### config.mk
export PLATFORM = sky130hd
export DESIGN_NAME = load_store_unit
export DESIGN_NICKNAME = d
export VERILOG_FILES = /design/src/rtl/load_store_unit.sv
export SDC_FILE = /design/constraint.sdc
export NUM_CORES = 1
export LEC_CHECK = 0
export ABC_AREA = 0
export CAP_MARGIN = 10
export CORE_ASPECT_RATIO = 1.4
export CORE_MARGIN = 1.5
export CORE_UTILIZATION = 30
export DETAILED_ROUTE_END_ITERATION = 6
export GPL_TIMING_DRIVEN = 0
export PLACE_DENSITY_LB_ADDON = 0.25
export SYNTH_ARGS = -nofsm -noshare
export SYNTH_HDL_FRONTEND = slang
export SYNTH_SLANG_ARGS = --single-unit
### constraint.sdc
create_clock -name i_clk -period 4.2 [get_ports i_clk]
set_input_delay 0.63 -clock i_clk [delete_from_list [all_inputs] [get_ports i_clk]]
set_output_delay 0.63 -clock i_clk [all_outputs]
set_load 0.01 [all_outputs]
### src/rtl/load_store_unit.sv
// Load/store initiator for the 64x32 word-wide D-MEM: byte/half/word accesses,
// read-modify-write for sub-word stores, alignment errors answered without touching memory.
module load_store_unit #(
   parameter int ADDR_W = 8
) (
   input  logic              i_clk,
   input  logic              i_reset,
   input  logic              i_req_valid,
   output logic              o_req_ready,
   input  logic              i_req_write,
   input  logic [1:0]        i_req_size,
   input  logic              i_req_unsigned,
   input  logic [ADDR_W-1:0] i_req_addr,
   input  logic [31:0]       i_req_wdata,
   output logic              o_resp_valid,
   output logic [31:0]       o_resp_rdata,
   output logic              o_resp_error,
   output logic [ADDR_W-1:0] o_mem_addr,
   output logic              o_mem_read,
   output logic              o_mem_write,
   output logic [31:0]       o_mem_wdata,
   input  logic [31:0]       i_mem_rdata
);

   typedef enum logic [1:0] {
      S_IDLE = 2'd0,
      S_RD   = 2'd1,
      S_WR   = 2'd2,
      S_RESP = 2'd3
   } state_t;

   state_t            r_state;
   logic              r_write;
   logic [1:0]        r_size;
   logic              r_unsigned;
   logic [1:0]        r_addr_lo;
   logic [31:0]       r_wdata;
   logic [ADDR_W-1:0] r_mem_addr;
   logic [31:0]       r_mem_wdata;
   logic [31:0]       r_resp_rdata;
   logic              r_resp_error;
   logic              w_bad;
   logic              w_word_store;

   // Illegal size, or a half/word whose address is not naturally aligned.
   function automatic logic f_bad(input logic [1:0] size, input logic [1:0] a);
      logic bad;
      case (size)
         2'b00:   bad = 1'b0;
         2'b01:   bad = a[0];
         2'b10:   bad = (a != 2'b00);
         default: bad = 1'b1;
      endcase
      return bad;
   endfunction

   function automatic logic [31:0] f_extract(input logic [31:0] word, input logic [1:0] size,
                                             input logic [1:0] a, input logic uns);
      logic [7:0]  b;
      logic [15:0] h;
      logic [31:0] res;
      b = 8'(word >> {a, 3'b000});
      h = 16'(word >> {a[1], 4'b0000});
      case (size)
         2'b00:   res = uns ? {24'd0, b} : {{24{b[7]}}, b};
         2'b01:   res = uns ? {16'd0, h} : {{16{h[15]}}, h};
         default: res = word;
      endcase
      return res;
   endfunction

   function automatic logic [31:0] f_merge(input logic [31:0] old, input logic [31:0] wdata,
                                           input logic [1:0] size, input logic [1:0] a);
      logic [31:0] mask;
      logic [31:0] data;
      case (size)
         2'b00: begin
            mask = 32'h0000_00FF << {a, 3'b000};
            data = {24'd0, wdata[7:0]} << {a, 3'b000};
         end
         2'b01: begin
            mask = 32'h0000_FFFF << {a[1], 4'b0000};
            data = {16'd0, wdata[15:0]} << {a[1], 4'b0000};
         end
         default: begin
            mask = 32'hFFFF_FFFF;
            data = wdata;
         end
      endcase
      return (old & ~mask) | (data & mask);
   endfunction

   assign w_bad        = f_bad(i_req_size, i_req_addr[1:0]);
   assign w_word_store = i_req_write && (i_req_size == 2'b10);

   // Request sequencing; response data and memory address/data are all registered here.
   always_ff @(posedge i_clk) begin
      if (i_reset) begin
         r_state      <= S_IDLE;
         r_write      <= 1'b0;
         r_size       <= 2'b00;
         r_unsigned   <= 1'b0;
         r_addr_lo    <= 2'b00;
         r_wdata      <= 32'd0;
         r_mem_addr   <= '0;
         r_mem_wdata  <= 32'd0;
         r_resp_rdata <= 32'd0;
         r_resp_error <= 1'b0;
      end else begin
         case (r_state)
            S_IDLE: begin
               if (i_req_valid) begin
                  r_write     <= i_req_write;
                  r_size      <= i_req_size;
                  r_unsigned  <= i_req_unsigned;
                  r_addr_lo   <= i_req_addr[1:0];
                  r_wdata     <= i_req_wdata;
                  r_mem_addr  <= {i_req_addr[ADDR_W-1:2], 2'b00};
                  r_mem_wdata <= i_req_wdata;
                  if (w_bad) begin
                     r_resp_rdata <= 32'd0;
                     r_resp_error <= 1'b1;
                     r_state      <= S_RESP;
                  end else if (w_word_store) begin
                     r_state <= S_WR;
                  end else begin
                     r_state <= S_RD;
                  end
               end
            end
            S_RD: begin
               if (r_write) begin
                  r_mem_wdata <= f_merge(i_mem_rdata, r_wdata, r_size, r_addr_lo);
                  r_state     <= S_WR;
               end else begin
                  r_resp_rdata <= f_extract(i_mem_rdata, r_size, r_addr_lo, r_unsigned);
                  r_resp_error <= 1'b0;
                  r_state      <= S_RESP;
               end
            end
            S_WR: begin
               r_resp_rdata <= 32'd0;
               r_resp_error <= 1'b0;
               r_state      <= S_RESP;
            end
            S_RESP:  r_state <= S_IDLE;
            default: r_state <= S_IDLE;
         endcase
      end
   end

   // Strobes are gated by reset so a WR cut short by reset never writes memory.
   assign o_req_ready  = (r_state == S_IDLE) && !i_reset;
   assign o_mem_read   = (r_state == S_RD)   && !i_reset;
   assign o_mem_write  = (r_state == S_WR)   && !i_reset;
   assign o_resp_valid = (r_state == S_RESP) && !i_reset;
   assign o_resp_rdata = r_resp_rdata;
   assign o_resp_error = r_resp_error;
   assign o_mem_addr   = r_mem_addr;
   assign o_mem_wdata  = r_mem_wdata;

endmodule

# [Word-level counts from Yosys, hierarchy flattened]
# Cells that the tools add are included.
[classes] n_eq_ne=10 addsub=0 n_bitwise=4 n_lt_le_gt_ge=0 n_shift=6 div=0 reduce_logical=15 multipliers=0 n_mux=28
[ops] operator="two-way mux 32 bit" count=13
[ops] operator="one-hot mux 32 bit (2 select lines)" count=4
[ops] operator="one-hot mux 32 bit (3 select lines)" count=1
[ops] operator="AND 32 bit" count=2
[ops] operator="NOT 32 bit" count=1
[ops] operator="OR 32 bit" count=1
[ops] operator="<< shifter 16 x 5 -> 32 bit" count=1
[ops] operator="<< shifter 16 x 5 -> 32 bit, first input constant" count=1
[ops] operator="<< shifter 8 x 5 -> 32 bit" count=1
[ops] operator="<< shifter 8 x 5 -> 32 bit, first input constant" count=1
[ops] operator=">> shifter 32 x 5 -> 16 bit" count=1
[ops] operator=">> shifter 32 x 5 -> 8 bit" count=1
[ops] operator="!= test 2 bit, second input constant" count=4
[ops] operator="one-hot mux 2 bit (4 select lines)" count=1
[ops] operator="== test 2 x 1 -> 1 bit, second input constant" count=3
[ops] operator="== test 2 bit, second input constant" count=3
[ops] operator="zero test 2 bit" count=3
[ops] operator="two-way mux 2 bit" count=3
[ops] operator="one-hot mux 1 bit (3 select lines)" count=2
[ops] operator="logical AND 1 bit" count=5
[ops] operator="two-way mux 1 bit" count=4
[ops] operator="AND reduction 4 bit" count=1
[ops] operator="nonzero test 2 bit" count=2
[ops] operator="AND reduction 3 bit" count=1
[ops] operator="other kinds (3)" count=3
[totals] ram_bits=0 input_bits=79 rom_bits=0 n_memories=0 ff_bits=111 output_inout_bits=77 latchBits=0

# [Depth between registers and ports, before layout]
# Gate-level depths: netlist (run 1).
[depth] depth_word=10 ltp_mapped=9

# [Worst setup path after synthesis (run 1)]
# OpenSTA, ideal clock, no wires.
[synth_path] path_kind="in2out" startpoint="input i_reset" endpoint="output o_mem_read" setup_slack_ps=2011 arrival_ps=1559 path_stages=4 cell_sequence="clkbuf_1 -> buf_1 -> clkbuf_1 -> nor2_1"
[synth_via] elab_chain_len=2
[synth_rtl] element="from (decl)" line="7" text="input logic i_reset,"
[synth_rtl] element="zero test 1 bit" line="154" text="assign o_mem_read = (r_state == S_RD) && !i_reset;"
[synth_rtl] element="logical AND 1 bit" line="154"
[synth_rtl] element="to (decl)" line="19" text="output logic o_mem_read,"
# Every way passes these cells.

# [Final worst setup path (run 1)]
# Ends and elaborated chain as after synthesis.

==> flow_summary.yaml, run 1 <==
status:
  status: "finished, final reports clean"
sta:
  setup_viol: 0
  grt_setup_unrepaired: "no"
  fmax_ghz: 0.3124
  setup_slack_ns: 0.9987
  hold_viol: 0
  skew_ns: 0.01223
  holdWs_ns: 0.4531
  maxSlewViolCount: 0
  relSlewSlack: 0.4053
  fin_crit_ns: 3.201
  tightest_slew_ns: 0.8893
  setup_tns_ns: 0
  period_share: 0.7622
drt:
  wire_per_inst_um: 20.72
  dr.pass1.iters: 5
  drc_errors: 0
  wl_met1_um: 9487
  dr.max_layer_used: "met4"
  via_count: 6122
  drtIter0Drc: 443
  viasPerCell: 5.447
  dr_wl_met3_um: 1222
  final_antenna_net_count: 0
  wl_met2_um: 11570
  routed_wl_um: 23290
placed_design:
  io_buffer_count: 152
  dp_hpwl_um: 18120
  placedCellCount: 1108
  postPlaceCellArea_mm2: 0.007552
  place_ws_ns: 0.9614
  gp_congestion: 0.9805
worst_setup_path:
  required_ns: 3.57
  worstPathBufferInverterCount: 4
  criticalPathCategory: "input pin to primary output"
  arrival_ns: 2.57
  r2r_cells: 7
  cp_common_cell: "clkbuf_1"
  cp_max_fo: 10
  cp-start-kind: "input pin"
  crit_cells: 5
  crit_family: "buffers and inverters"
  slowest_delay_ns: 0.52
  path_cells: "clkbuf_1, buf_1, clkbuf_1, nor2_1, clkdlybuf4s50_1"
  critPathSlowestCell: "buf_1"
  cp-end-kind: "primary output"
global_route:
  grt.total_usage: 0.2304
  antenna_found_initial: 0
  grt_pass1_vias: 5949
  grt_overflow: 0
  grt_pass1_wl_um: 34830
  grt_start_max_net_pins: 21
layout:
  fillers: 1908
  final_layout_size_suffix_gt1_frac: 0.04659
  multi_input_area_mm2: 0.003110
  seq_area_mm2: 0.002222
  finalNonFillerCells: 1124
  final_core_util: 0.4198
  finish.net_count: 959
  synthToLayoutAreaGrowth_pct: 37.02
  antenna_cells: 0
  design_area_mm2: 0.007840
floorplan:
  dieArea_mm2: 0.01992
  ios: 156
  initial_core_util: 0.3064
  die_w_um: 119.7
  num_rows: 59
  fp.dieH_um: 166.4
  core_area_mm2: 0.01868
worst_hold_path:
  holdCritPathClass: "register to register"
  min_path_cells: 2
logic_synthesis:
  yosysSeqAreaShare: 0.3884
  avgSynthCellArea_um2: 8.047
  yosys-top-cells-area: "dfxtp_1 39%, a21oi_1 7.5%, nand2_1 6.9%"
  synthFlopType: "dfxtp_1"
  yosysWarnings: 0
  yosysUniqueCellTypes: 56
  synthTopCellsByCount: "111 x dfxtp_1, 105 x nand2_1, 86 x a21oi_1, 47 x clkbuf_1, 47 x nor2_1"
  synth_edf_count: 0
  netlist_instances: 711
  ys_seq_elements: 111
  synthArstFlopShare: 0
  yosysMostFrequentCell: "dfxtp_1"
  syn_area_mm2: 0.005722
  synth.top_cell.area_share: 0.3884
  netlist.top_cell.by_area: "dfxtp_1"
clock_network:
  cts_setup_buffers: 0
  clock_sinks: 111
  clockBufferDepth: 2
  path_clk_slew_ns: 0.08
  numCtsBuffers: 9
  ctsHoldBuffers: 0
  cts_tree: "built"
  root_buffer: "clkbuf_16"
  clk_latency_ns: 0.37
  htree_levels: 3
  ctsResizeCount: 0
power_and_ir_drop:
  p_leak_nw: 2.675
  totalPowerFinal_mw: 4.694
  pwr_density_cell_mw_per_mm2: 598.7
  ir_drop_uv: 265.2
flow_run:
  cap_violations: 0
==> flip-flops by register name (all words and copies together), names as in the netlist <==
register / count
o_mem_wdata: 32
o_resp_rdata: 32
r_wdata: 32
o_mem_addr: 6
r_addr_lo: 2
r_size: 2
r_state: 2
o_resp_error: 1
r_unsigned: 1
r_write: 1
==> layer usage <==
| layer | global-route usage | up-vias |
|---|---|---|
| met5 | 0 | - |
| met4 | 0.1170 | 0 |
| met3 | 0.03674 | 57 |
| met2 | 0.3908 | 234 |
| met1 | 0.2797 | 2901 |
| li1 | - | 2930 |
==> path summary, 6_finish.rpt <==
kind | startpoint | endpoint | slack, ns
worst min-delay path | r_wdata[16] | r_wdata[16] | 0.45
worst max register to register | r_state[1] | o_mem_wdata[21] | 1.51
worst min register to register | r_wdata[16] | r_wdata[16] | 0.45
worst max-delay path | i_reset | o_mem_read | 1.0
==> kinds of logic (layout without fill, tap and decap cells) <==
| logic type | Yosys count | count (layout) | share of synthesized area |
|---|---|---|---|
| buffers and inverters | 96 | 264 | 0.06866 |
| AND/OR/NAND/NOR | 242 | 242 | 0.2058 |
| adder cells (fa/ha/maj) | 5 | 5 | 0.01093 |
| AO/OA/AOI/OAI | 253 | 253 | 0.3204 |
| other | 1 | 2 | 0.0006554 |
| multiplexers | 3 | 3 | 0.005248 |
| flip-flops | 111 | 111 | 0.3884 |
==> where the power goes <==
group          internal [mW]  leakage, nW  switching [mW]
clock network          0.416        0.139           0.441
registers               1.31        0.908           0.169
logic                  0.938         1.63            1.42
total                   2.67         2.68            2.03
==> worst register-to-register path, cell delays in order, from the launching register on <==
cell and delay, ns:
dfxtp_1 0.34, inv_1 0.11, ha_1 0.32, clkbuf_1 0.40, clkbuf_1 0.38, clkbuf_1 0.44
o311ai_0 0.34, a211oi_1 0.27
==> placed cells by master (no fill, tap or decap), drive strengths merged, types with 21 or more instances in the layout <==
master	synthesis	final
a21oi	87	87
nand2	107	107
nor2	47	47
a211oi	21	21
nand3b	25	25
dfxtp	111	111
inv	28	32
clkdlybuf4s50	0	152
o2bb2ai	23	23
a221oi	25	25
clkbuf	47	56
==> final cells by class <==
| type | instances | area share |
|---|---|---|
| Buffer | 67 | 0.03623 |
| Clock buffer | 9 | 0.02873 |
| Clock inverter | 7 | 0.007980 |
| Inverter | 29 | 0.01388 |
| Multi-Input combinational cell | 505 | 0.3967 |
| Sequential cell | 111 | 0.2834 |
| Tap cell | 244 | 0.03894 |
| Timing Repair Buffer | 152 | 0.1941 |
(Power assumes the default switching activity.)
==> run 2: changes to the inputs <==
clock period = 2.6 ns   (was 4.2 ns; I/O delays follow)
==> run 2 against run 1 <==
Net effect:
- global-route usage increased by 0.064 points
- utilization increased by 0.25 points
- clock-buffer cell count unchanged
- first-iteration DRC count decreased by 16%
- non-clock buffer count increased by 4
- cell area increased by 0.61%
- routed wire length increased by 0.17%
- combinational power increased by 65%
- final cell count increased by 0.36%
- sequential share of layout area decreased by 0.17 points
- clock power increased by 61%
- via count about the same
==> flow_summary.yaml, run 2 (same netlist as run 1, synthesis figures left out) <==
sta:
  fin_crit_ns: 2.409
  skew_ns: 0.01072
  setup_viol: 0
  tightest_slew_ns: 0.9200
  period_share: 0.9266
  maxSlewViolCount: 0
  fmax_ghz: 0.4151
  grt_setup_unrepaired: "no"
  holdWs_ns: 0.4534
  relSlewSlack: 0.3847
  hold_viol: 0
layout:
  finalNonFillerCells: 1128
  fillers: 1909
  final_cell_mix: "152 x clkdlybuf4s50_1, 111 x dfxtp_1, 105 x nand2_1"
  multi_input_area_mm2: 0.003113
  finish.net_count: 963
  antenna_cells: 0
  final_layout_size_suffix_gt1_frac: 0.05995
  synthToLayoutAreaGrowth_pct: 37.85
  seq_area_mm2: 0.002222
  final_common_cell: "clkdlybuf4s50_1"
clock_network:
  ctsHoldBuffers: 0
  cts_tree: "built"
  clk_latency_ns: 0.37
  clockBufferDepth: 2
  clock_sinks: 111
  numCtsBuffers: 9
  htree_levels: 3
  path_clk_slew_ns: 0.08
  root_buffer: "clkbuf_16"
floorplan:
  fp.dieH_um: 166.4
  num_rows: 59
  dieArea_mm2: 0.01992
  die_w_um: 119.7
  initial_core_util: 0.3064
  ios: 156
  core_area_mm2: 0.01868
status:
  status: "finished, final reports clean"
worst_setup_path:
  required_ns: 2.21
  arrival_ns: 2.02
  r2r_cells: 8
  cp-end-kind: "primary output"
  cp_max_fo: 19
  cp-start-kind: "register"
  criticalPathCategory: "register to primary output"
flow_run:
  cap_violations: 0
drt:
  drtIter0Drc: 371
  via_count: 6124
  routed_wl_um: 23330
  wire_per_inst_um: 20.68
  drc_errors: 0
  dr.pass1.iters: 5
  viasPerCell: 5.429
  final_antenna_net_count: 0
placed_design:
  dp_hpwl_um: 18120
  io_buffer_count: 152
  placedCellCount: 1108
  gp_congestion: 0.9805
worst_hold_path:
  holdCritPathClass: "register to register"
  min_path_cells: 2
global_route:
  antenna_found_initial: 0
  grt_overflow: 0
  grt_start_max_net_pins: 21
  grt_pass1_vias: 5977
  grt.total_usage: 0.2310
  grt_pass1_wl_um: 34950
power_and_ir_drop:
  ir_drop_uv: 427.8
  p_leak_nw: 2.714
  pwr_density_cell_mw_per_mm2: 972.8
[run 2: cell types whose count changed in the layout (fill, tap and decap cells not counted), sizes merged]
cell,delta
clkbuf,-1
buf,+5
[run 2: cell type report]
| class | count | area share |
|---|---|---|
| buffer | 66 | 0.03633 |
| clock inverter | 7 | 0.007931 |
| tap | 244 | 0.03871 |
| sequential | 111 | 0.2817 |
| clock buffer | 9 | 0.02855 |
| timing repair buffer | 157 | 0.1977 |
| multi-input combinational | 505 | 0.3947 |
| inverter | 29 | 0.01444 |
[run 2: worst max-delay path, cell delays in order (launching register included)]
cell             delay, ns
dfxtp_1               0.35
inv_1                 0.11
ha_2                  0.30
clkinv_4              0.19
nor2_1                0.15
clkdlybuf4s50_1       0.55
[run 2: what timing repair did]
item                                    CTS  global route
resized for setup                         4             7
pin swaps                                 0             1
endpoints found under the setup margin   20            37
buffers inserted                          2             3
[run 2: power breakdown]
part           switching [mW]  total (mW)  internal, mW
Clock                   0.712        1.38         0.672
Sequential              0.274        2.39          2.12
Combinational            2.31        3.90          1.59
Total                    3.29        7.67          4.38
[run 2: metrics by stage]
| stage | setup TNS (ns) | cell area, um2 | setup WS, ns | total power [mW] | utilization |
|---|---|---|---|---|---|
| 2_1_floorplan | 0 | 5725 | 0.5068 | 4.567 | - |
| 3_3_place_gp | -2.761 | 7552 | -0.1617 | 6.176 | 0.4044 |
| 3_5_place_dp | -3.040 | 7552 | -0.1586 | 6.187 | 0.4044 |
| 4_1_cts | 0 | 7859 | 0.02630 | 7.617 | 0.4208 |
| 5_1_grt | 0 | 7888 | 0.08720 | 8.119 | 0.4223 |
| 6_report | 0 | 7888 | 0.1910 | 7.673 | 0.4223 |
[run 2: final timing paths]
| kind | start | to | slack (ns) |
|---|---|---|---|
| hold reg to reg | r_wdata[16] | r_wdata[16] | 0.45 |
| hold / removal | r_wdata[16] | r_wdata[16] | 0.45 |
| setup reg to reg | r_state[0] | o_mem_wdata[9] | 0.25 |
| setup / recovery | r_state[1] | o_mem_read | 0.19 |
[run 2: metal layers]
metal | wire length [um] | vias to the layer above | global-route usage
met5 | 0 | - | 0
met4 | 974 | 0 | 0.1170
met3 | 1103 | 55 | 0.03777
met2 | 11660 | 220 | 0.3926
met1 | 9592 | 2912 | 0.2795
li1 | - | 2937 | -
